[config.mk]
export PLATFORM = sky130hd
export DESIGN_NAME = health_tracker_flat
export DESIGN_NICKNAME = d
export VERILOG_FILES = /design/src/rtl/health_tracker_if.sv /design/src/rtl/health_tracker.sv /design/src/flat_wrapper.sv
export SDC_FILE = /design/constraint.sdc
export NUM_CORES = 1
export LEC_CHECK = 0
export ABC_AREA = 1
export CORE_ASPECT_RATIO = 1.4
export CORE_MARGIN = 2
export CORE_UTILIZATION = 54
export DETAILED_ROUTE_END_ITERATION = 8
export PLACE_DENSITY = 0.68
export SYNTH_ARGS = -nofsm -noshare
export SYNTH_HDL_FRONTEND = slang
export SYNTH_SLANG_ARGS = --single-unit
[constraint.sdc]
create_clock -name clk -period 2.05 [get_ports clk]
set_clock_uncertainty 0.05 [all_clocks]
set_input_delay 0.41 -clock clk [delete_from_list [all_inputs] [get_ports clk]]
set_output_delay 0.41 -clock clk [all_outputs]
set_load 0.03 [all_outputs]
[src/rtl/health_tracker_if.sv]
//------------------------------------------------------------------------------
// health_tracker_if
// Hit/restart inputs and health/result outputs of the scoreboard health tracker.
// Revision: 1.0
//------------------------------------------------------------------------------
`default_nettype none

interface health_tracker_if;
    logic       hit_a;
    logic       hit_b;
    logic       restart;
    logic [1:0] healthA;
    logic [1:0] healthB;
    logic       game_over;
    logic [1:0] winner;

    modport master (
        output hit_a, hit_b, restart,
        input  healthA, healthB, game_over, winner
    );

    modport slave (
        input  hit_a, hit_b, restart,
        output healthA, healthB, game_over, winner
    );
endinterface

`default_nettype wire

[src/rtl/health_tracker.sv]
//------------------------------------------------------------------------------
// health_tracker
// Two-player health with per-hit cooldown, PLAYING/GAME_OVER FSM and winner.
// Optional health regeneration enabled by defining HEALTH_REGEN_EN.
// Revision: 1.0
//------------------------------------------------------------------------------
`default_nettype none

module health_tracker #(
    parameter int MAX_HEALTH      = 3,
    parameter int COOLDOWN_CYCLES = 50000000,
    parameter int CD_W            = 26,
    parameter int REGEN_CYCLES    = 500000000
) (
    input  wire logic         clk,
    input  wire logic         rst_n,
    health_tracker_if.slave   bus
);

    localparam logic [1:0]      c_health_init = 2'(MAX_HEALTH);
    localparam logic [CD_W-1:0] c_cd_load     = CD_W'(COOLDOWN_CYCLES - 1);

    generate
        if ((MAX_HEALTH < 1) || (MAX_HEALTH > 3) || (COOLDOWN_CYCLES < 1) ||
            (REGEN_CYCLES < 1) || ((64'd1 << CD_W) <= 64'(COOLDOWN_CYCLES))) begin : g_param_check
            $error("health_tracker: illegal parameter combination");
        end
    endgenerate

    typedef enum logic [0:0] {
        S_PLAYING   = 1'b0,
        S_GAME_OVER = 1'b1
    } state_t;

    state_t          r_state;
    logic [1:0]      r_health_a;
    logic [1:0]      r_health_b;
    logic            r_game_over;
    logic [1:0]      r_winner;
    logic [CD_W-1:0] r_cd_a;
    logic [CD_W-1:0] r_cd_b;

    logic            w_acc_a;
    logic            w_acc_b;
    logic [1:0]      w_ha_nxt;
    logic [1:0]      w_hb_nxt;

`ifdef HEALTH_REGEN_EN
    localparam int              c_rg_w    = (REGEN_CYCLES > 1) ? $clog2(REGEN_CYCLES) : 1;
    localparam logic [c_rg_w-1:0] c_rg_last = c_rg_w'(REGEN_CYCLES - 1);

    logic [c_rg_w-1:0] r_rg_a;
    logic [c_rg_w-1:0] r_rg_b;
    logic              w_rg_wrap_a;
    logic              w_rg_wrap_b;

    assign w_rg_wrap_a = (r_rg_a == c_rg_last);
    assign w_rg_wrap_b = (r_rg_b == c_rg_last);
`endif

    assign w_acc_a = bus.hit_a && (r_cd_a == '0);
    assign w_acc_b = bus.hit_b && (r_cd_b == '0);

    // A hit on the same edge takes precedence over a regen increment.
    always_comb begin
        w_ha_nxt = r_health_a;
        w_hb_nxt = r_health_b;
        if (w_acc_a) begin
            if (r_health_a != 2'd0) w_ha_nxt = r_health_a - 2'd1;
        end
`ifdef HEALTH_REGEN_EN
        else if (w_rg_wrap_a && (r_health_a < c_health_init)) begin
            w_ha_nxt = r_health_a + 2'd1;
        end
`endif
        if (w_acc_b) begin
            if (r_health_b != 2'd0) w_hb_nxt = r_health_b - 2'd1;
        end
`ifdef HEALTH_REGEN_EN
        else if (w_rg_wrap_b && (r_health_b < c_health_init)) begin
            w_hb_nxt = r_health_b + 2'd1;
        end
`endif
    end

    always_ff @(posedge clk or negedge rst_n) begin
        if (!rst_n) begin
            r_state     <= S_PLAYING;
            r_health_a  <= c_health_init;
            r_health_b  <= c_health_init;
            r_game_over <= 1'b0;
            r_winner    <= 2'b00;
            r_cd_a      <= '0;
            r_cd_b      <= '0;
`ifdef HEALTH_REGEN_EN
            r_rg_a      <= '0;
            r_rg_b      <= '0;
`endif
        end else if (bus.restart) begin
            r_state     <= S_PLAYING;
            r_health_a  <= c_health_init;
            r_health_b  <= c_health_init;
            r_game_over <= 1'b0;
            r_winner    <= 2'b00;
            r_cd_a      <= '0;
            r_cd_b      <= '0;
`ifdef HEALTH_REGEN_EN
            r_rg_a      <= '0;
            r_rg_b      <= '0;
`endif
        end else if (r_state == S_PLAYING) begin
            r_health_a <= w_ha_nxt;
            r_health_b <= w_hb_nxt;
            if (w_acc_a)              r_cd_a <= c_cd_load;
            else if (r_cd_a != '0)    r_cd_a <= r_cd_a - 1'b1;
            if (w_acc_b)              r_cd_b <= c_cd_load;
            else if (r_cd_b != '0)    r_cd_b <= r_cd_b - 1'b1;
`ifdef HEALTH_REGEN_EN
            if (w_acc_a || w_rg_wrap_a) r_rg_a <= '0;
            else                        r_rg_a <= r_rg_a + 1'b1;
            if (w_acc_b || w_rg_wrap_b) r_rg_b <= '0;
            else                        r_rg_b <= r_rg_b + 1'b1;
`endif
            // winner[1] flags A knocked out, winner[0] flags B knocked out.
            if ((w_ha_nxt == 2'd0) || (w_hb_nxt == 2'd0)) begin
                r_state     <= S_GAME_OVER;
                r_game_over <= 1'b1;
                r_winner    <= {(w_ha_nxt == 2'd0), (w_hb_nxt == 2'd0)};
            end
        end
    end

    assign bus.healthA   = r_health_a;
    assign bus.healthB   = r_health_b;
    assign bus.game_over = r_game_over;
    assign bus.winner    = r_winner;

endmodule

`default_nettype wire

[src/flat_wrapper.sv]
// flat-port wrapper written by rule: the top's interface ports become plain ports
module health_tracker_flat 
#(
    parameter int MAX_HEALTH      = 3,
    parameter int COOLDOWN_CYCLES = 50000000,
    parameter int CD_W            = 26,
    parameter int REGEN_CYCLES    = 500000000
)
  (clk, rst_n, bus_hit_a, bus_hit_b, bus_restart, bus_healthA, bus_healthB, bus_game_over, bus_winner);
  health_tracker_if bus_i ();
  input  wire logic clk;
  input  wire logic rst_n;
  input wire logic [$bits(bus_i.hit_a)-1:0] bus_hit_a;
  input wire logic [$bits(bus_i.hit_b)-1:0] bus_hit_b;
  input wire logic [$bits(bus_i.restart)-1:0] bus_restart;
  output wire logic [$bits(bus_i.healthA)-1:0] bus_healthA;
  output wire logic [$bits(bus_i.healthB)-1:0] bus_healthB;
  output wire logic [$bits(bus_i.game_over)-1:0] bus_game_over;
  output wire logic [$bits(bus_i.winner)-1:0] bus_winner;
  assign bus_i.hit_a = bus_hit_a;
  assign bus_i.hit_b = bus_hit_b;
  assign bus_i.restart = bus_restart;
  assign bus_healthA = bus_i.healthA;
  assign bus_healthB = bus_i.healthB;
  assign bus_game_over = bus_i.game_over;
  assign bus_winner = bus_i.winner;
  health_tracker #(.MAX_HEALTH(MAX_HEALTH), .COOLDOWN_CYCLES(COOLDOWN_CYCLES), .CD_W(CD_W), .REGEN_CYCLES(REGEN_CYCLES)) u_core (.clk(clk), .rst_n(rst_n), .bus(bus_i));
endmodule
# Yosys cells after proc, flatten, opt, wreduce, memory -nomap -nowiden

Cells that the tools add are included.

Add/sub/neg operators: 4
Multipliers: 0
Div/mod/pow operators: 0
Magnitude comparators: 0
Equality and inequality tests: 1
Shift operators: 0
Multiplexer cells: 25
Bitwise gates (word level): 0
Reductions and logical operators: 17

Operators with widths:

| kind                  | number |
|---|---|
| $mux 26               | 8 |
| $logic_not 26->1      | 2 |
| $reduce_bool 26->1    | 2 |
| $sub 26x1->26 const B | 2 |
| $mux 2                | 11 |
| $mux 1                | 6 |
| $reduce_and 2->1      | 3 |
| $reduce_bool 2->1     | 3 |
| $reduce_bool 3->1     | 2 |
| $logic_not 2->1       | 2 |
| $sub 2x1->2 const B   | 2 |
| $logic_and 1x1->1     | 2 |
| $ne 2x2->1 const B    | 1 |
| $logic_or 1x1->1      | 1 |

Bits in registers: 60
Bits in latches: 0
Bits in writable memories: 0
Memory bits (read-only): 0
Bits of input ports: 5
Memories kept: 0

# Logic depth before layout (Yosys ltp)

Depth after elaboration: 8
Gate-level depth with buffers: 13
Gate-level depth less buffers: 13

# Worst setup path before layout

OpenSTA, ideal clock, no wires.

Path type: reg-to-reg
Start: register u_core.r_cd_a[0]
End: register u_core.r_cd_a[2]
Arrival time: 1.672 ns
Setup slack: 0.199 ns
Stages on the path, launching flop included: 13
Path buffers: 1
Cell sequence: dfrtp_1 inv_1 ha_1 nand2_2 nor2_4 nand2_2 nor2_4 nand3_2 nand2_4 inv_4 nand2_4 buf_8 o22ai_2

Longest elaborated chain between the ends: 5

RTL lines:

| what                                              | line                                        | text |
|---|---|---|
| start: declaration                                | health_tracker.sv:40                        | `logic [CD_W-1:0] r_cd_a;` |
| start signal: assignment                          | health_tracker.sv:114                       | `if (w_acc_a) r_cd_a <= c_cd_load;` |
| start signal: assignment                          | health_tracker.sv:115                       | `else if (r_cd_a != '0) r_cd_a <= r_cd_a - 1'b1;` |
| $sub 26x1->26 or $logic_not 26->1 (tied branches) | health_tracker.sv:115, health_tracker.sv:61 |  |
| $mux 26 or $logic_and 1x1->1 (tied branches)      | health_tracker.sv:115, health_tracker.sv:61 |  |
| $mux 26                                           | health_tracker.sv:114                       |  |
| $mux 26                                           | health_tracker.sv:111                       | `end else if (r_state == S_PLAYING) begin` |
| $mux 26                                           | health_tracker.sv:99                        | `end else if (bus.restart) begin` |

Parallel ways exist; a longest one is shown, timed or not. The select of a mux whose other input is x is not followed.
A chain may end at the register's enable or synchronous reset.

# Final worst setup path

Start: register u_core.r_health_a[1] (netlist: u_core.bus.healthA[1])
End: output bus_healthA[1]

RTL lines:

| what                     | line                  | text |
|---|---|---|
| start: declaration       | health_tracker.sv:36  | `logic [1:0] r_health_a;` |
| start signal: assignment | health_tracker.sv:89  | `r_health_a <= c_health_init;` |
| start signal: assignment | health_tracker.sv:101 | `r_health_a <= c_health_init;` |
| start signal: assignment | health_tracker.sv:112 | `r_health_a <= w_ha_nxt;` |
| end: declaration         | flat_wrapper.sv:16    | `output wire logic [$bits(bus_i.healthA)-1:0] bus_healthA;` |

No word-level cell between the ends.

==> results.txt <==
* Inserted Clock Buffers: 9
- Post-Synth Simple-Gate Area: a little over a third
- After the first detailed-routing iteration, the DRC count stood at between 150 and 200.
- The average instance in the mapped netlist occupies 7.452 um^2.
* Synthesized instance count: 519
* Htree depth: 3
- Height of the die: 104.1 um
- Syn. warnings: 0
- Synthesized net count: around 530
- I/O pin count: 12
* Critical Path Start: u_core.bus.healthA[1]
- The final layout contains 560 nets.
- The worst setup path is launched from a flip-flop.
- Effective utilization at floorplan: 55.75%
- Final hold violation count: 0
- Dividing total power by cell area gives a power density of 1710 nW/um^2.
* Max Fanout on Critical Path: 2
* Die area: 7865 um^2
- The smallest clock period supported by the final layout is computed as 2011 ps.
* First-pass GRT wire length: around 15000 um
- STA classifies the critical path endpoint as a primary output.
- After detailed routing, the number of vias per cell comes to 5.180.
- The number of global-route vias before repair is 3494.
- Data on the critical path is required at its endpoint by 1590 ps.
- Normalized max-slew margin: 75.17%
* Clock insertion delay at the later pin of the skew report: 340 ps
- Post-layout worst setup margin: ~40 ps
- Fraction of layout instances using a drive strength above 1: 19.06%
* Placer's final routability congestion estimate: about 0.91
* Leakage: around 2.2 nW
- Clock Root Buffer: clkbuf_8
* Area share of fa/ha/maj cells after synthesis: 0.6470%
* Number of nets with antenna violations after routing: 0
- Most used cells in the layout excluding fill and tap cells: nand2_1, nor2_1, dfrtp_1
* Post-route clock period utilization: 98.09%
- Sw Share: 48.26%
- VDD sags by at most 0.8263 mV.
- Entering global routing, the biggest net connects 61 pins.
- OpenSTA, run right after detailed placement, puts the worst setup slack at 10.94 ps.
* Critical R2R Capture: u_core.r_cd_a[2]
* Startpoint of the lowest-slack register-to-register path: u_core.r_cd_a[0]
- Multiplexer area fraction after synthesis: 0%
* # rows: 36
- For this run, the total global-route usage over all layers was measured as between 20 and 30%.
* Ranking of synthesized cells by area: dfrtp_1, nand2_1, nor2_1, xor2_1, inv_1
* Share of flip-flops with an asynchronous set or reset: 100.0%
- In this run the power spent charging and discharging nets is between 3 and 4 mW.
* Total congestion overflow after global routing: 0
- Area of the mapped netlist: 3867 um^2
- Area fraction in compound gates after synthesis: 11.19%
- Setup violations remaining at the end of the flow were counted as 0.
* R2r setup slk: 170 ps
- Cells fill between 60 and 70% of the core in the end.
- Sequential cells were found to cover 38.95% of the synthesized design area.
- Post-DR wirelength/cell: 13.68 um
- The share of synthesized area in the top cell type comes to 36.23%.
- Worst setup path category: flip-flop to primary output
* Outcome: completed
- The share of total power dissipated in sequential elements is 28.2%.
- Clock Power Share: 14.2%
* Filler Cell Count: 647
- Post-DP HPWL: 6746 um
- Traced cell by cell, the critical path runs through clkdlybuf4s50_1.
* Peak per-stage delay on the critical path: ~670 ps
* Post-Synth XOR/XNOR Area: about 6.3%
- The synthesized netlist contains 32 unique library cells.
* Antenna violations before repair: 0
- Combinational family with the most area after synthesis: simple AND/OR/NAND/NOR gates
* Delay-heaviest family, CP: buffers and inverters
* Tightest Pin Transition: 368.6 ps
- Comb pwr share: 57.6%
* Antenna Diode Count: 0
* Die span in x: ~76 um
- Among all flip-flop cells after synthesis, the most frequent one is dfrtp_1.
- Measured in cells, the most critical reg-to-reg path has a length of 12.
- EDFF count, synth: 0
- For the final routed database, the setup TNS stands at 0 ps.
- Before antenna repair, the detailed router went through 4 iterations.
- Number of slew-limit violations in the final report: 0
- Slowest cell on crit path: clkdlybuf4s50_1
- Number of buffers and inverters on the critical path: 1
- The area growth from synthesis to layout is 13.46%.
* Path class of the lowest-slack min-delay path: input pin to async pin
- For this block, the via count after detailed routing is around 3400.
* Internal Pwr Total: 3.883 mW
- Number of storage elements in the synthesis netlist: 60
- During placement, the flow inserted port buffers numbering 11.
- CTS saw 60 sinks.
- Placeable core area: 6937 um^2
- The final layout contains routed wiring with a total length of 8903 um.
- Clock tree from TritonCTS: done
* Clk buf depth: 2
* Total of max-cap violations: 0
- Library cell occupying the most area in the post-synthesis netlist: dfrtp_1
- Clock edge transition at the registers on the reported setup and hold paths: about 70 ps
- Highest achievable clock rate: 497.3 MHz
* Commonest non-fill, non-tap cell in the layout: nand2_1
- For this run, design rule violations remaining after detail routing come to 0.
* Arrival time reported for the critical path endpoint: 1550 ps
## synth_stat cells, drive strengths merged, types with 4 or more instances
cell type    n
nand2      139
nor2       102
inv         57
dfrtp       56
o21ai       46
nand3       36
xor2        25
o22ai       10
buf          9
nand4        9
nor3         9
a21oi        7
dfstp        4
## timing repair
action	4_1_cts	5_1_grt
setup buffers	0	1
setup endpoints to repair	2	28
resized for setup	2	8
pin swaps	0	1
hold buffers	0	0
## registers in the layout, summed over array words and instances (netlist names)
name / count
u_core.bus.winner: 2
u_core.r_state: 1
u_core.bus.healthA: 2
u_core.r_cd_a: 26
u_core.bus.game_over: 1
u_core.r_cd_b: 26
u_core.bus.healthB: 2
## metal layers
| layer | GRT usage [%] | share of wire [%] | wire length, um |
|---|---|---|---|
| met5 | 0 | 0 | 0 |
| met1 | 28.39 | 39 | 3496 |
| met2 | 44.60 | 55 | 4920 |
| met3 | 6.202 | 2.5 | 226 |
| met4 | 12.53 | 2.9 | 260 |
## logic make-up (layout without fill, tap and decap cells)
| logic type | count (synthesis) | after routing |
|---|---|---|
| AO/OA/AOI/OAI | 65 | 65 |
| XOR/XNOR | 28 | 28 |
| adder cells (fa/ha/maj) | 2 | 2 |
| buffers and inverters | 68 | 105 |
| flip-flops | 60 | 60 |
| AND/OR/NAND/NOR | 296 | 296 |
## worst max path at each step
| stage | endpoint | slack (ps) | cells past startpoint |
|---|---|---|---|
| floorplan | u_core.r_cd_a[2] | 200 | 12 |
| global placement | u_core.r_cd_b[14] | 70 | 8 |
| detailed placement | u_core.r_cd_b[14] | 10 | 8 |
| CTS | bus_healthA[1] | 20 | 1 |
| global route | u_core.r_cd_b[7] | -10 | 11 |
| finish | bus_healthA[1] | 40 | 1 |
## power groups by stage
stage | Combinational (mW) | Sequential [mW] | Clock [mW]
floorplan | 3.46 | 2.01 | 0
global placement | 4.20 | 2.11 | 0
detailed placement | 4.31 | 2.12 | 0
CTS | 4.32 | 2.10 | 1.09
global route | 4.98 | 2.18 | 1.15
finish | 4.32 | 2.12 | 1.07
## per-stage QoR
stage          area, um^2  std cells  hold WS [ps]  power, mW
2_1_floorplan        3867        519         64.41      5.471
3_3_place_gp         4177        636         393.6      6.313
3_5_place_dp         4177        636         396.8      6.424
4_1_cts              4364        650         18.77      7.519
5_1_grt              4388        651         25.10      8.310
6_report             4388        651         17.26      7.505
## cell type report
class | count | area (um^2) | area share [%]
timing repair buffer | 34 | 299.0 | 6.815
multi-input combinational | 391 | 2054 | 46.82
clock buffer | 12 | 155.1 | 3.536
sequential | 60 | 1506 | 34.33
inverter | 57 | 219.0 | 4.990
tap | 95 | 118.9 | 2.709
clock inverter | 2 | 35.03 | 0.7984
No activity file was read; power rests on OpenSTA's default activity.
